## src/rtl/cpu_pkg.sv

```systemverilog
// Shared CPU-side constants and the dump FSM state type used by the
// end-of-program memory dump logic.
package cpu_pkg;

  // Data memory geometry seen by the dump unit.
  localparam int DMEM_DEPTH   = 512;
  localparam int DMEM_ADDR_W  = 9;
  localparam int DATA_W       = 32;

  // Cycles allowed after reset for the program to signal finish.
  localparam int DUMP_TIMEOUT = 300;

  // Dump sequencer states.
  typedef enum logic [2:0] {
    DUMP_IDLE = 3'd0,  // program running, watchdog counting
    DUMP_HALT = 3'd1,  // CPU frozen, last writeback retiring
    DUMP_READ = 3'd2,  // single-cycle read strobe to data memory
    DUMP_WAIT = 3'd3,  // waiting out the memory read latency
    DUMP_SEND = 3'd4,  // word presented on the dump stream
    DUMP_DONE = 3'd5   // dump finished or watchdog expired
  } dump_state_e;

  // Width of a counter that must hold values 0..max_val-1 (never below 1 bit).
  function automatic int cnt_width(input int max_val);
    if (max_val > 1) begin
      return $clog2(max_val);
    end else begin
      return 1;
    end
  endfunction

endpackage

```

## src/rtl/dump_watchdog.sv

```systemverilog
// Saturating cycle counter that flags a program which never reaches finish.
// Counts only while enabled and holds once the limit has been reached.
module dump_watchdog #(
  parameter int LIMIT = cpu_pkg::DUMP_TIMEOUT
) (
  input  logic clk,
  input  logic rst_n,
  input  logic count_en,
  output logic expired
);
  import cpu_pkg::*;

  localparam int               CNT_W   = cnt_width(LIMIT);
  localparam logic [CNT_W-1:0] CNT_MAX = CNT_W'(LIMIT - 1);

  logic [CNT_W-1:0] count;

  // Count enabled cycles, stopping at the expiry value so it never wraps.
  always_ff @(posedge clk) begin
    if (!rst_n) begin
      count <= '0;
    end else if (count_en && (count != CNT_MAX)) begin
      count <= count + CNT_W'(1);
    end
  end

  assign expired = (count == CNT_MAX);

endmodule

```

## src/rtl/mem_dump_unit.sv

```systemverilog
// End-of-program memory dump: on the CPU finish edge, freeze the pipeline,
// read every data-memory word once and stream it out on a valid/ready port.
// A watchdog ends the run without a dump if finish never arrives.
module mem_dump_unit #(
  parameter int DEPTH   = cpu_pkg::DMEM_DEPTH,
  parameter int ADDR_W  = cpu_pkg::DMEM_ADDR_W,
  parameter int DATA_W  = cpu_pkg::DATA_W,
  parameter int RD_LAT  = 1,
  parameter int TIMEOUT = cpu_pkg::DUMP_TIMEOUT
) (
  input  logic              clk,
  input  logic              rst_n,
  input  logic              finish,
  output logic              cpu_halt,
  output logic              mem_re,
  output logic [ADDR_W-1:0] mem_addr,
  input  logic [DATA_W-1:0] mem_rdata,
  output logic              dump_valid,
  input  logic              dump_ready,
  output logic [ADDR_W-1:0] dump_addr,
  output logic [DATA_W-1:0] dump_data,
  output logic              dump_last,
  output logic              done,
  output logic              timeout
);
  import cpu_pkg::*;

  localparam int                WAIT_W    = cnt_width(RD_LAT);
  localparam logic [WAIT_W-1:0] WAIT_LAST = WAIT_W'(RD_LAT - 1);
  localparam logic [ADDR_W-1:0] LAST_ADDR = ADDR_W'(DEPTH - 1);

  dump_state_e       state;
  dump_state_e       state_next;
  logic              finish_q;
  logic              start;
  logic              wd_expired;
  logic              wd_count_en;
  logic              handshake;
  logic              wait_last;
  logic              at_last;
  logic [ADDR_W-1:0] addr;
  logic [WAIT_W-1:0] wait_cnt;

  // A rising finish starts the dump; finish_q resets low so a level that is
  // already high on the first cycle after reset also counts as a start.
  assign start       = finish & ~finish_q;
  assign handshake   = dump_valid & dump_ready;
  assign at_last     = (addr == LAST_ADDR);
  assign wait_last   = (wait_cnt == WAIT_LAST);
  assign wd_count_en = (state == DUMP_IDLE);

  // The address counter is a register, so it drives the read port directly.
  assign mem_addr = addr;

  dump_watchdog #(
    .LIMIT (TIMEOUT)
  ) u_watchdog (
    .clk      (clk),
    .rst_n    (rst_n),
    .count_en (wd_count_en),
    .expired  (wd_expired)
  );

  // Next-state decode for the dump sequencer; start has priority over expiry.
  always_comb begin
    state_next = state;
    case (state)
      DUMP_IDLE: begin
        if (start) begin
          state_next = DUMP_HALT;
        end else if (wd_expired) begin
          state_next = DUMP_DONE;
        end else begin
          state_next = DUMP_IDLE;
        end
      end
      DUMP_HALT: begin
        state_next = DUMP_READ;
      end
      DUMP_READ: begin
        state_next = DUMP_WAIT;
      end
      DUMP_WAIT: begin
        if (wait_last) begin
          state_next = DUMP_SEND;
        end else begin
          state_next = DUMP_WAIT;
        end
      end
      DUMP_SEND: begin
        if (handshake && at_last) begin
          state_next = DUMP_DONE;
        end else if (handshake) begin
          state_next = DUMP_READ;
        end else begin
          state_next = DUMP_SEND;
        end
      end
      DUMP_DONE: begin
        state_next = DUMP_DONE;
      end
      default: begin
        state_next = DUMP_IDLE;
      end
    endcase
  end

  // Sequencer state plus the status/strobe outputs, registered from the
  // next state so each output lines up with the state it describes.
  always_ff @(posedge clk) begin
    if (!rst_n) begin
      state      <= DUMP_IDLE;
      finish_q   <= 1'b0;
      cpu_halt   <= 1'b0;
      mem_re     <= 1'b0;
      dump_valid <= 1'b0;
      done       <= 1'b0;
      timeout    <= 1'b0;
    end else begin
      state      <= state_next;
      finish_q   <= finish;
      mem_re     <= (state_next == DUMP_READ);
      dump_valid <= (state_next == DUMP_SEND);
      done       <= (state_next == DUMP_DONE);
      // Halt is raised only by a real start; the timeout path leaves the CPU free.
      if ((state == DUMP_IDLE) && start) begin
        cpu_halt <= 1'b1;
      end
      if ((state == DUMP_IDLE) && !start && wd_expired) begin
        timeout <= 1'b1;
      end
    end
  end

  // Read-latency counter: runs only in WAIT and clears on the capture cycle.
  always_ff @(posedge clk) begin
    if (!rst_n) begin
      wait_cnt <= '0;
    end else if (state == DUMP_WAIT) begin
      if (wait_last) begin
        wait_cnt <= '0;
      end else begin
        wait_cnt <= wait_cnt + WAIT_W'(1);
      end
    end else begin
      wait_cnt <= '0;
    end
  end

  // Word address: advances once per accepted word and stops at the last one.
  always_ff @(posedge clk) begin
    if (!rst_n) begin
      addr <= '0;
    end else if (handshake && !at_last) begin
      addr <= addr + ADDR_W'(1);
    end
  end

  // Output word register: loaded when read data lands, held through any
  // backpressure; the last flag drops once the final word is accepted.
  always_ff @(posedge clk) begin
    if (!rst_n) begin
      dump_addr <= '0;
      dump_data <= '0;
      dump_last <= 1'b0;
    end else if ((state == DUMP_WAIT) && wait_last) begin
      dump_addr <= addr;
      dump_data <= mem_rdata;
      dump_last <= at_last;
    end else if (handshake) begin
      dump_last <= 1'b0;
    end
  end

endmodule

```

## config.mk

```make
export PLATFORM = sky130hd
export DESIGN_NAME = mem_dump_unit
export DESIGN_NICKNAME = d
export VERILOG_FILES = /design/src/rtl/cpu_pkg.sv /design/src/rtl/dump_watchdog.sv /design/src/rtl/mem_dump_unit.sv
export SDC_FILE = /design/constraint.sdc
export NUM_CORES = 1
export LEC_CHECK = 0
export BUFFER_PORTS_ARGS = -buffer_cell sky130_fd_sc_hd__clkbuf_2
export CAP_MARGIN = 20
export CORE_ASPECT_RATIO = 1.4
export CORE_UTILIZATION = 28
export CTS_BUF_LIST = sky130_fd_sc_hd__clkbuf_2
export DETAILED_ROUTE_END_ITERATION = 12
export PLACE_DENSITY_LB_ADDON = 0.12
export SLEW_MARGIN = 15
export SYNTH_ARGS = -nofsm -noshare
export SYNTH_HDL_FRONTEND = slang
export SYNTH_SLANG_ARGS = --single-unit
```

## constraint.sdc

```tcl
create_clock -name clk -period 1.9 [get_ports clk]
set_clock_uncertainty 0.1 [all_clocks]
set_input_delay 0.095 -clock clk [delete_from_list [all_inputs] [get_ports clk]]
set_output_delay 0.095 -clock clk [all_outputs]
set_load 0.03 [all_outputs]
```

Word-level counts from Yosys, hierarchy flattened
Cells that the tools add are included.

Register bits after elaboration: 70. Input port bits: 36.

$add $sub $neg: 3. Equality and inequality tests: 11. Mux-type cells: 8. Bitwise gates (word level): 4. Reduce and logical (&&, ||, !) cells: 12.

Operators with widths (count): 9-bit by 1-bit adder with 9-bit output, second input constant (2); 9-bit equality test, second input constant (2); 3-bit one-hot mux with 6 select lines (1); 3-bit two-way mux (5); 3-bit equality test, second input constant (4); 3-bit by 2-bit equality test with 1-bit output, second input constant (3); 9-bit != test, second input constant (1); 1-bit logical AND (7); 3-bit by 1-bit equality test with 1-bit output, second input constant (1); 3-bit logical NOT (1); 3-bit AND reduction (1); 1-bit AND (2); 1-bit logical NOT (2); 1-bit two-way mux (2); 1-bit NOT (2); 2-bit nonzero test (1); 1-bit adder, second input constant (1).

Longest topological paths before layout
Gate-level depths: netlist of the first run.

Depth in word-level cells: 5. Mapped depth: 9. Depth with buffers taken out: 8.

Modules after synthesis
Synthesis of the first run repeated with hierarchy kept, for this count alone.

Cell total of the unflattened synthesis: 320. Area, all modules: 2693.8 um^2.

By module, submodules not included: mem_dump_unit (times used 1, cells an instance 270, area an instance 2247.2 um^2); dump_watchdog (times used 1, cells an instance 50, area an instance 446.7 um^2).

Worst setup path after synthesis of the first run
No wires, ideal clock.

Path type: register to register. Start point: register addr[0], in the netlist mem_addr[0]. End point: register done. Arrival time: 1959 ps. Required time: 1663 ps. Setup slack: -296 ps. Stages on the path, launching flop included: 10. Cells stage by stage: dfxtp_1 -> ha_1 -> nand3_1 -> nor2_1 -> ha_1 -> and3b_1 -> clkbuf_1 -> nor2_1 -> o311ai_0 -> nor2b_1.

Longest elaborated chain between the ends: 5.

RTL lines: start, declared (RTL line mem_dump_unit.sv:41) `logic [ADDR_W-1:0] addr;`; start signal, assigned (RTL line mem_dump_unit.sv:155) `addr <= addr + ADDR_W'(1);`; 9-bit equality test (RTL line mem_dump_unit.sv:48) `assign at_last = (addr == LAST_ADDR);`; 1-bit logical AND (RTL line mem_dump_unit.sv:91) `if (handshake && at_last) begin`; 3-bit two-way mux (RTL line mem_dump_unit.sv:91); 3-bit one-hot mux with 6 select lines (RTL line mem_dump_unit.sv:67) `case (state)`; 3-bit equality test (RTL line mem_dump_unit.sv:124) `done <= (state_next == DUMP_DONE);`; end signal, assigned (RTL line mem_dump_unit.sv:124); end, declared (RTL line mem_dump_unit.sv:23) `output logic done,`.

No other way between the ends. A chain may end at the register's enable or synchronous reset.

Worst setup path in the final report of the first run
Start point: register addr[0], in the netlist mem_addr[0]. End point: register addr[3], in the netlist mem_addr[3].

Longest elaborated chain between the ends: 3. Elaborated cells on any way between the ends: 4.

RTL lines: parallel branches: the longest is 3 deep, another holds 9-bit by 1-bit adder with 9-bit output.

Several ways; the timed one is not identified.

==> impl_metrics.json, run 1 <==
{
  "critPathArrivalTime_ns": 2.14,
  "clkSinkCount": 70,
  "finish.utilization_pct": 41.5,
  "post_synthesis_instance_total": 316,
  "ioPinCount": 92,
  "share_comb_of_total_power_pct": 12.2,
  "detailed_route_drc_error_count": 0,
  "total_wire_length_um": 7070,
  "grt_antenna_before_repair": 0,
  "detail-route-antenna-nets": 0,
  "drt_first_iter_violations": 47,
  "synth.cell_area_um2": 2810,
  "grt_pass1_wl_um": 11400,
  "num-fill-cells": 974,
  "fp.dieArea_um2": 10400,
  "clkLatencyLatePin_ns": 0.49,
  "rows": 42,
  "path_clk_slew_ns": 0.18,
  "pwrdens_nw_per_um2": 629,
  "synth_nets": 355,
  "cts-htree-levels": 3,
  "min_period_ns": 1.81,
  "worstSetupStartpointType": "flip-flop",
  "maxSlewViolCount": 0,
  "die_height_um": 120,
  "critical_path.endpoint_type": "flip-flop",
  "internal_power_mw": 1.84,
  "setup_violations": 0,
  "worstPathBufferInverterCount": 1,
  "leakagePower_nw": 1.64,
  "power_switching_share_pct": 26.7,
  "viasPerCell": 4.35,
  "maxClockFrequency_mhz": 554,
  "clock_tree_from_tritoncts": "yes",
  "tightest_slew_ns": 0.679,
  "run_status": "finished, final reports clean",
  "cts_made_buffers": 9,
  "timing.critical_path.cells": "ha_4, nand3_2, nor2_1, ha_2, nand3b_1, buf_4, or3_1, a21boi_1",
  "post-dp-hpwl_um": 4670,
  "max_cap_viol_count": 0,
  "timing.critical_path.max_delay_family": "simple AND/OR/NAND/NOR gates",
  "detailedRoute.firstPassIterationCount": 4,
  "grt.overflow.total": 0,
  "crit_fanout": 7,
  "buffer_ports.inserted": 91,
  "ir_worst_vdd_mv": 0.298,
  "share_of_final_layout_standard_cells_stronger_than_drive_strength_1_pct": 30.0,
  "worst_setup_path_class": "reg -> reg",
  "slew_headroom_pct": 54.8,
  "power.share.clock_pct": 26.7,
  "start_util_pct": 29.2,
  "cts.root.buffer_cell": "clkbuf_2",
  "fp.dieW_um": 86.6,
  "synthesis.yosys.warnings": 0,
  "hold_path_class": "in -> reg",
  "grt_setup_unrepaired": "yes",
  "globalplace.congestion": 0.721,
  "core_region_area_um2": 9620,
  "synth.yosys.seq_area_share_pct": 49.9,
  "routed_wl_per_cell_um": 12.0,
  "hold_viol_final": 0,
  "share_of_power_burned_in_registers_pct": 61.2,
  "fin_hold_ws_ns": 0.165,
  "area_delta_synth_final_pct": 42.1,
  "grt_pass1_vias": 2461,
  "finalNetCount": 491,
  "critical-path-slowest-cell": "dfxtp_4",
  "grt_max_degree": 43,
  "global_route.usage.total_pct": 14.2,
  "slowest_delay_ns": 0.39,
  "via_count": 2555,
  "postSynthRegisterBits": 70,
  "cts_max_path_buffers": 2,
  "share_of_the_clock_period_used_by_the_worst_path_pct": 95.0,
  "total_switching_power_uw": 668,
  "synthDistinctLibCells": 38,
  "crit_required_ns": 2.23,
  "avgSynthCellArea_um2": 8.88,
  "diodes": 0
}
cells in the final DEF (no fill, tap or decap), types with 2 or more instances in the layout:
master	count
clkbuf_2	103
nand2_1	94
dfxtp_1	68
a21boi_0	42
dlygate4sd3_1	34
buf_4	16
and2_1	13
nand4_1	7
nor2b_1	6
xnor2_1	6
xor2_1	5
a21boi_1	5
or3_1	4
o21ai_0	4
nor2_1	3
nand2b_1	3
a21oi_1	3
nor3_2	3
nor4bb_2	2
nand3b_1	2
nand3_1	2
nor3_1	2
mux2i_1	2
inv_1	2
clkinv_1	2
dfxtp_4	2
buf_12	2
synthesized netlist by cell type (all sizes together):
library cell,n,area share [%]
nand2,94,13
dfxtp,70,50
a21boi,47,13
clkbuf,16,2.1
and2,13,2.9
nand4,7,1.6
nor2b,6,1.3
xnor2,6,1.9
nor3,5,1.2
xor2,5,1.6
o21ai,4,0.71
or3,4,0.89
a21oi,3,0.53
ha,3,1.3
nand2b,3,0.67
nand3,3,0.53
nor2,3,0.40
and3b,2,0.62
buf,2,0.58
inv,2,0.27
mux2i,2,0.71
nand3b,2,0.53
nor4bb,2,0.71
a31oi,1,0.22
and3,1,0.22
and4b,1,0.36
conb,1,0.13
nand4bb,1,0.40
nor3b,1,0.45
o21a,1,0.27
o21bai,1,0.27
o221ai,1,0.31
o311ai,1,0.31
o32a,1,0.36
or4b,1,0.49
registers in the layout, indices dropped and copies added (netlist names):
register          cells
cpu_halt              1
state                 3
finish_q              1
dump_data            32
dump_valid            1
done                  1
u_watchdog.count      9
mem_re                1
mem_addr              9
dump_addr             9
wait_cnt              1
timeout               1
dump_last             1
what timing repair did:
action / in CTS / in global routing
endpoints found under the setup margin: 0 / 7
gates resized for setup: 0 / 5
endpoints found under the hold margin: 36 / 0
setup buffers: 0 / 1
hold buffers: 34 / 0
logic make-up after synthesis:
| logic type | share of synthesized area [%] |
|---|---|
| AO/OA/AOI/OAI | 15.6 |
| XOR/XNOR | 3.43 |
| adder cells (fa/ha/maj) | 1.34 |
| buffers and inverters | 2.99 |
| flip-flops | 49.9 |
| multiplexers | 0.713 |
| other | 0.134 |
| AND/OR/NAND/NOR | 25.9 |
power groups by stage:
stage	combinational (mW)	sequential, mW	clock (mW)
after floorplan	0.129	1.58	0
after CTS	0.309	1.53	0.719
after global placement	0.252	1.56	0
final	0.305	1.53	0.669
after detailed placement	0.253	1.56	0
after global routing	0.336	1.54	0.781
through the flow:
stage                     total power [mW]  cell area (um^2)  setup slack, ns  cells  setup TNS [ns]
after floorplan                       1.71              2840          -0.0165    316         -0.0296
after global placement                1.82              3550            0.112    538               0
after detailed placement              1.82              3550           0.0803    538               0
after CTS                             2.56              3960           0.0439    587               0
after global routing                  2.66              3990         -0.00316    588        -0.00316
final                                 2.51              3990           0.0948    588               0
layout make-up:
type | count | area, um^2 | area share (%)
clock inverters | 3 | 12.5 | 0.314
clock buffers | 12 | 60.1 | 1.51
well taps | 132 | 165 | 4.14
flip-flops and latches | 70 | 1410 | 35.3
repair buffers | 143 | 956 | 24.0
inverters | 2 | 7.51 | 0.188
multi-input cells | 226 | 1380 | 34.6
final timing paths:
| check | startpoint | depth (start not counted) | to | slack, ns |
|---|---|---|---|---|
| setup / recovery | mem_addr[0] | 8 | mem_addr[3] | 0.09 |
| hold / removal | rst_n | 2 | timeout | 0.16 |
| setup reg to reg | mem_addr[0] | 8 | mem_addr[3] | 0.09 |
| hold reg to reg | dump_data[5] | 2 | dump_data[5] | 0.37 |
metal layers:
layer	vias up	global-route usage, %	routed length, um
met5	-	0	0
met2	57	24.2	3450
met1	1159	16.5	3240
met3	9	3.41	273
li1	1330	-	-
met4	0	6.88	108
Note: power is estimated with default switching activity, not from simulation.
==> run 2, diff against run 1 <==
--- a/config.mk
+++ b/config.mk
@@ -5,6 +5,7 @@
 export SDC_FILE = /design/constraint.sdc
 export NUM_CORES = 1
 export LEC_CHECK = 0
+export ABC_AREA = 1
 export BUFFER_PORTS_ARGS = -buffer_cell sky130_fd_sc_hd__clkbuf_2
 export CAP_MARGIN = 20
 export CORE_ASPECT_RATIO = 1.4
==> run 2 against run 1 <==
Register-to-register slack got worse by 0.10 ns. Cell count increased by 13%. Synthesized cell count increased by 24%. Highest routed layer unchanged. First-iteration DRC count increased by 66%. The run now ends with setup timing left. Worst hold slack improved by 0.075 ns. Global-route usage decreased by 0.10 points.
==> impl_metrics.json, run 2 <==
{
  "fin_area_um2": 4020,
  "cts-htree-levels": 3,
  "routed_wl_per_cell_um": 11.0,
  "pwrdens_nw_per_um2": 716,
  "area_delta_synth_final_pct": 40.9,
  "grt.overflow.total": 0,
  "post-route-worst-setup-slack_ns": -0.00632,
  "hold_path.startpoint": "mem_rdata[28]",
  "synth_top_family_by_area": "simple AND/OR/NAND/NOR gates",
  "detail-route-antenna-nets": 0,
  "timing.critical_path.mode_cell": "nor2_1",
  "share_of_power_burned_in_registers_pct": 53.6,
  "fp.dieArea_um2": 10600,
  "ioPinCount": 92,
  "hold_viol_final": 0,
  "hold_path_class": "in -> reg",
  "globalplace.congestion": 0.761,
  "yosys-top-cells-area": "dfxtp_1, nor2_1, nand2_1",
  "cts_max_path_buffers": 2,
  "detailed_route_drc_error_count": 0,
  "synth_top_cell_area_share_pct": 49.1,
  "post_synthesis_instance_total": 391,
  "worstPathBufferInverterCount": 2,
  "post_synth_adder_cell_area_pct": 1.32,
  "ys.flop_type": "dfxtp_1",
  "synth.yosys.seq_area_share_pct": 49.1,
  "critical-path-slowest-cell": "dfxtp_4",
  "crit_required_ns": 2.26,
  "number_of_flip_flops_in_the_largest_register": 32,
  "synth-xor-area-share_pct": 0.921,
  "fin_hold_ws_ns": 0.240,
  "synth_compound_area_share_pct": 13.1,
  "slowest_delay_ns": 0.40,
  "synthDistinctLibCells": 25,
  "via_count": 2841,
  "share_of_the_clock_period_used_by_the_worst_path_pct": 100,
  "internal_power_mw": 2.09,
  "r2r-start": "mem_addr[1]",
  "max_cap_viol_count": 0,
  "synthTopCellsByCount": "nor2_1, dfxtp_1, nand2_1",
  "crit_fanout": 7,
  "pre_cts_ws_ns": -0.00530,
  "grt_pass1_wl_um": 11500,
  "synth_simple_gate_area_share_pct": 27.1,
  "grt_pass1_vias": 2632,
  "final_cell_count_no_fill": 665,
  "rows": 43,
  "post-synth-top-area-cell": "dfxtp_1",
  "power_switching_share_pct": 27.3,
  "start_util_pct": 28.8,
  "leakagePower_nw": 1.84,
  "global_route.usage.total_pct": 14.1,
  "maxSlewViolCount": 0,
  "finish.utilization_pct": 40.6,
  "layout_common_cells": "nor2_1, clkbuf_2, dfxtp_1",
  "detailedRoute.firstPassIterationCount": 4,
  "violated_checks": "setup timing",
  "num-fill-cells": 1090,
  "cts.root.buffer_cell": "clkbuf_2",
  "setup_violations": 1,
  "dpl-instance-area_um2": 3470,
  "drt_first_iter_violations": 78,
  "synth_nets": 430,
  "diodes": 0,
  "synthesis.yosys.warnings": 0,
  "grt_setup_unrepaired": "yes",
  "clock_tree_from_tritoncts": "yes",
  "run_status": "complete, but fails checks",
  "viasPerCell": 4.27,
  "critical_path.endpoint_type": "flip-flop",
  "yosysMostFrequentCell": "nor2_1",
  "fp.dieW_um": 87.3,
  "grt_max_degree": 53,
  "path_clk_slew_ns": 0.20,
  "die_height_um": 121,
  "avgSynthCellArea_um2": 7.30,
  "power.share.clock_pct": 33.5,
  "timing.critical_path.max_delay_family": "simple AND/OR/NAND/NOR gates",
  "synth_mux_area_share_pct": 0,
  "postSynthRegisterBits": 70,
  "post-dp-hpwl_um": 4920,
  "leading_cell_type_in_the_layout_fill_and_taps_excluded": "nor2_1",
  "clkLatencyLatePin_ns": 0.51,
  "min_period_ns": 1.91,
  "tns_ns": -0.00632,
  "ir_worst_vdd_mv": 0.303,
  "edff_count_synth": 0,
  "worstSetupStartpoint": "mem_addr[1]",
  "synth.cell_area_um2": 2850,
  "dpl.cell_count": 611,
  "worstSetupStartpointType": "flip-flop",
  "maxClockFrequency_mhz": 525,
  "critPathArrivalTime_ns": 2.27,
  "timing.critical_path.cells": "ha_4, nand2_2, nor3_2, nand2_1, nor2_1, ha_2, inv_1, nand3_4, inv_6, nor2_1, nor2_1, nand2_1, nand2_1, nor2_1",
  "total_switching_power_uw": 785,
  "total_wire_length_um": 7300,
  "buffer_ports.inserted": 91,
  "share_of_final_layout_standard_cells_stronger_than_drive_strength_1_pct": 26.0,
  "top_register_by_number_of_flip_flops": "dump_data",
  "grt_antenna_before_repair": 0,
  "ys_async_sr_fraction_pct": 0,
  "share_comb_of_total_power_pct": 12.9,
  "finalNetCount": 564,
  "finalPower_mw": 2.88,
  "core_region_area_um2": 9900,
  "clkSinkCount": 70,
  "cts_made_buffers": 9,
  "worst_setup_path_class": "reg -> reg"
}
-- run 2: changes by cell type in the layout (fill, tap and decap cells not counted), sizes merged, moves of 11 or more --
| cell | before | now |
|---|---|---|
| a21boi | 47 | 0 |
| nor2 | 3 | 110 |
| nand3 | 3 | 14 |
| nand2 | 94 | 63 |
| o21ai | 4 | 53 |
| inv | 2 | 35 |
| a21oi | 3 | 19 |
| and2 | 13 | 0 |
-- run 2: timing repair --
action                                  CTS  global route
hold endpoints to repair                 57             0
pin swaps                                 1             9
setup buffers                             0             2
endpoints found under the setup margin    6            15
hold buffers                             36             0
resized for setup                         1            11
-- run 2: cell families after synthesis --
| kind of cell | after synthesis |
|---|---|
| compound gates | 74 |
| xor+xnor | 3 |
| fa+ha+maj | 3 |
| other cells | 1 |
| simple gates | 190 |
| flops | 70 |
| buf+inv | 50 |
-- run 2: layer usage --
metal,GRT usage [%],wire length (um)
met5,0,0
met4,6.25,113
met3,4.49,386
met2,25.9,3680
met1,14.2,3120
-- run 2: power groups by stage --
| stage | Clock [mW] | Sequential, mW | Combinational [mW] |
|---|---|---|---|
| floorplan | 0 | 1.61 | 0.169 |
| global placement | 0 | 1.57 | 0.314 |
| detailed placement | 0 | 1.57 | 0.314 |
| CTS | 1.02 | 1.54 | 0.375 |
| global route | 1.09 | 1.55 | 0.414 |
| finish | 0.965 | 1.54 | 0.372 |
-- run 2: worst min-delay path, cell delays in order --
cell,delay [ns]
dlygate4sd3_1,0.52
clkbuf_2,0.09
o21ai_1,0.06
nor2_1,0.07
-- run 2: worst paths after layout --
check	endpoint	slack (ns)	depth (start not counted)
worst max register to register	dump_valid	-0.006	14
worst min register to register	cpu_halt	0.37	2
worst max-delay path	dump_valid	-0.006	14
worst min-delay path	dump_data[28]	0.24	4
-- run 2: area by class of cell --
| class | instances | area (um^2) | share of cell area (%) |
|---|---|---|---|
| Clock inverter | 7 | 87.6 | 2.18 |
| Tap cell | 135 | 169 | 4.20 |
| Inverter | 34 | 133 | 3.30 |
| Sequential cell | 70 | 1410 | 35.1 |
| Clock buffer | 9 | 45.0 | 1.12 |
| Multi-Input combinational cell | 271 | 1250 | 31.2 |
| Timing Repair Buffer | 139 | 922 | 22.9 |
==> run 3, diff against run 2 <==
--- a/config.mk
+++ b/config.mk
@@ -12,7 +12,6 @@
 export CORE_UTILIZATION = 28
 export CTS_BUF_LIST = sky130_fd_sc_hd__clkbuf_2
 export DETAILED_ROUTE_END_ITERATION = 12
-export PLACE_DENSITY_LB_ADDON = 0.12
 export SLEW_MARGIN = 15
 export SYNTH_ARGS = -nofsm -noshare
 export SYNTH_HDL_FRONTEND = slang
==> run 3 against run 2 <==
The flow still finishes with violations (setup timing). Clock power shrank 34%. Critical endpoint is now mem_addr[8]. Power is 11% lower. Worst hold slack lost 0.037 ns. Utilization increased by 0.66 points. Critical path depth shrank 1. Flip-flop and latch count stayed put. Via count grew 2.3%. Global-route usage up 0.77 points. Combinational power up 5%. Sequential power about the same.
==> impl_metrics.json, run 3 (same netlist as run 2, synthesis figures left out) <==
{
  "cts-htree-levels": 3,
  "met1_global_route_usage_pct": 14.7,
  "area_delta_synth_final_pct": 43.2,
  "clkSinkCount": 70,
  "ioPinCount": 92,
  "ir_worst_vdd_mv": 0.267,
  "grt_antenna_before_repair": 0,
  "min_period_ns": 1.95,
  "hold_path_class": "in -> reg",
  "run_status": "complete, but fails checks",
  "clock_tree_from_tritoncts": "yes",
  "hold-path-endpoint": "finish_q",
  "globalplace.congestion": 0.819,
  "pwrdens_nw_per_um2": 630,
  "drt_first_iter_violations": 105,
  "maxClockFrequency_mhz": 512,
  "fp.dieW_um": 87.3,
  "grt_setup_unrepaired": "yes",
  "global_route.usage.total_pct": 14.9,
  "layout_common_cells": "nor2_1, clkbuf_2, dfxtp_1",
  "worst_setup_path_class": "reg -> reg",
  "finalNetCount": 573,
  "detailed_route_drc_error_count": 0,
  "crit_fanout": 6,
  "core_region_area_um2": 9900,
  "use_met3_pct": 3.20,
  "post-route-worst-setup-slack_ns": -0.0527,
  "maxSlewViolCount": 0,
  "grt-busiest-layer": "met2",
  "max_cap_viol_count": 0,
  "crit_required_ns": 2.22,
  "routed_wl_per_cell_um": 11.3,
  "total_wire_length_um": 7620,
  "use_met2_pct": 27.1,
  "critical_path.endpoint_type": "flip-flop",
  "reg2reg_depth": 13,
  "reg2reg_slack_ns": -0.05,
  "critPathArrivalTime_ns": 2.27,
  "cts.root.buffer_cell": "clkbuf_2",
  "viasPerCell": 4.32,
  "path_clk_slew_ns": 0.18,
  "die_height_um": 121,
  "grt.overflow.total": 0,
  "hold-path-cell-count": 4,
  "share_comb_of_total_power_pct": 15.1,
  "number_of_flip_flops_in_the_largest_register": 32,
  "share_of_final_layout_standard_cells_stronger_than_drive_strength_1_pct": 26.8,
  "grt_pass1_wl_um": 12100,
  "setup_violations": 2,
  "num-fill-cells": 1029,
  "via_count": 2905,
  "hold_path.startpoint": "finish",
  "diodes": 0,
  "buffer_ports.inserted": 91,
  "top_register_by_number_of_flip_flops": "dump_data",
  "fp.dieArea_um2": 10600,
  "clkLatencyLatePin_ns": 0.51,
  "internal_power_mw": 1.84,
  "detailedRoute.firstPassIterationCount": 4,
  "fin_hold_ws_ns": 0.203,
  "power_switching_share_pct": 28.5,
  "r2r-start": "mem_addr[1]",
  "total_switching_power_uw": 734,
  "share_of_the_clock_period_used_by_the_worst_path_pct": 103,
  "start_util_pct": 28.8,
  "tns_ns": -0.0579,
  "power.share.clock_pct": 24.9,
  "share_of_power_burned_in_registers_pct": 59.9,
  "grt_max_degree": 41,
  "worstReg2RegEnd": "mem_addr[8]",
  "leakagePower_nw": 1.91,
  "hold_viol_final": 0,
  "violated_checks": "setup timing",
  "post-dp-hpwl_um": 5060,
  "cts_made_buffers": 9,
  "rows": 43,
  "cts_max_path_buffers": 2,
  "worstSetupStartpointType": "flip-flop",
  "detail-route-antenna-nets": 0,
  "grt_pass1_vias": 2800
}
## run 3: cell types whose count changed in the layout (fill, tap and decap cells not counted), sizes merged
cell and delta:
buf +3, bufinv -2, inv -1, clkbuf +2, dlygate4sd3 +6
## run 3: final cells by class
class,count,area [um^2],share of cell area [%]
well taps,135,169,4.13
multi-input cells,271,1290,31.6
repair buffers,148,1010,24.8
clock buffers,11,55.1,1.35
flip-flops and latches,70,1410,34.5
inverters,34,133,3.25
clock inverters,4,15.0,0.367
## run 3: what timing repair did
action	in CTS	in global routing
gates resized for setup	6	20
pin swaps	2	11
endpoints found under the setup margin	8	21
setup buffers	1	4
hold endpoints to repair	55	0
hold buffers	42	0
## run 3: routing by layer
layer | vias to the layer above | share of wire, %
met5 | - | 0
met1 | 1297 | 41
met2 | 73 | 51
met3 | 18 | 5.0
li1 | 1517 | -
met4 | 0 | 2.9
## run 3: how the worst max path moves through the flow
stage | startpoint | endpoint | slack [ns] | cells after the start
finish | mem_addr[1] | mem_addr[8] | -0.05 | 13
global route | mem_addr[1] | done | -0.17 | 13
CTS | mem_addr[0] | done | 0.01 | 13
detailed placement | mem_addr[0] | mem_addr[7] | -0.04 | 14
global placement | mem_addr[0] | mem_addr[7] | 0.01 | 14
floorplan | mem_addr[1] | dump_valid | 0.01 | 14
## run 3: power by group through the flow
stage / sequential [mW] / clock, mW / combinational (mW)
after floorplan: 1.61 / 0 / 0.169
after global placement: 1.57 / 0 / 0.312
after detailed placement: 1.57 / 0 / 0.317
after CTS: 1.54 / 0.693 / 0.388
after global routing: 1.55 / 0.741 / 0.437
final: 1.54 / 0.641 / 0.390
## run 3: through the flow
stage | worst slack (ns) | utilization [%] | instances | instance area [um^2] | power (mW)
finish | -0.0527 | 41.3 | 673 | 4090 | 2.57
global route | -0.171 | 41.3 | 673 | 4090 | 2.73
CTS | 0.0137 | 40.3 | 669 | 3990 | 2.62
detailed placement | -0.0441 | 35.0 | 611 | 3470 | 1.89
global placement | 0.0116 | 35.0 | 611 | 3470 | 1.88
floorplan | 0.0122 | - | 391 | 2870 | 1.78
## run 3: critical path: stages (launching register included)
cell	delay (ns)
dfxtp_4	0.39
ha_4	0.14
nand2_4	0.06
nor3_4	0.20
nand2_1	0.07
nor2_1	0.11
ha_2	0.20
inv_2	0.05
nand3_4	0.11
inv_6	0.06
buf_4	0.13
buf_4	0.12
nor2_1	0.07
nor2_1	0.05
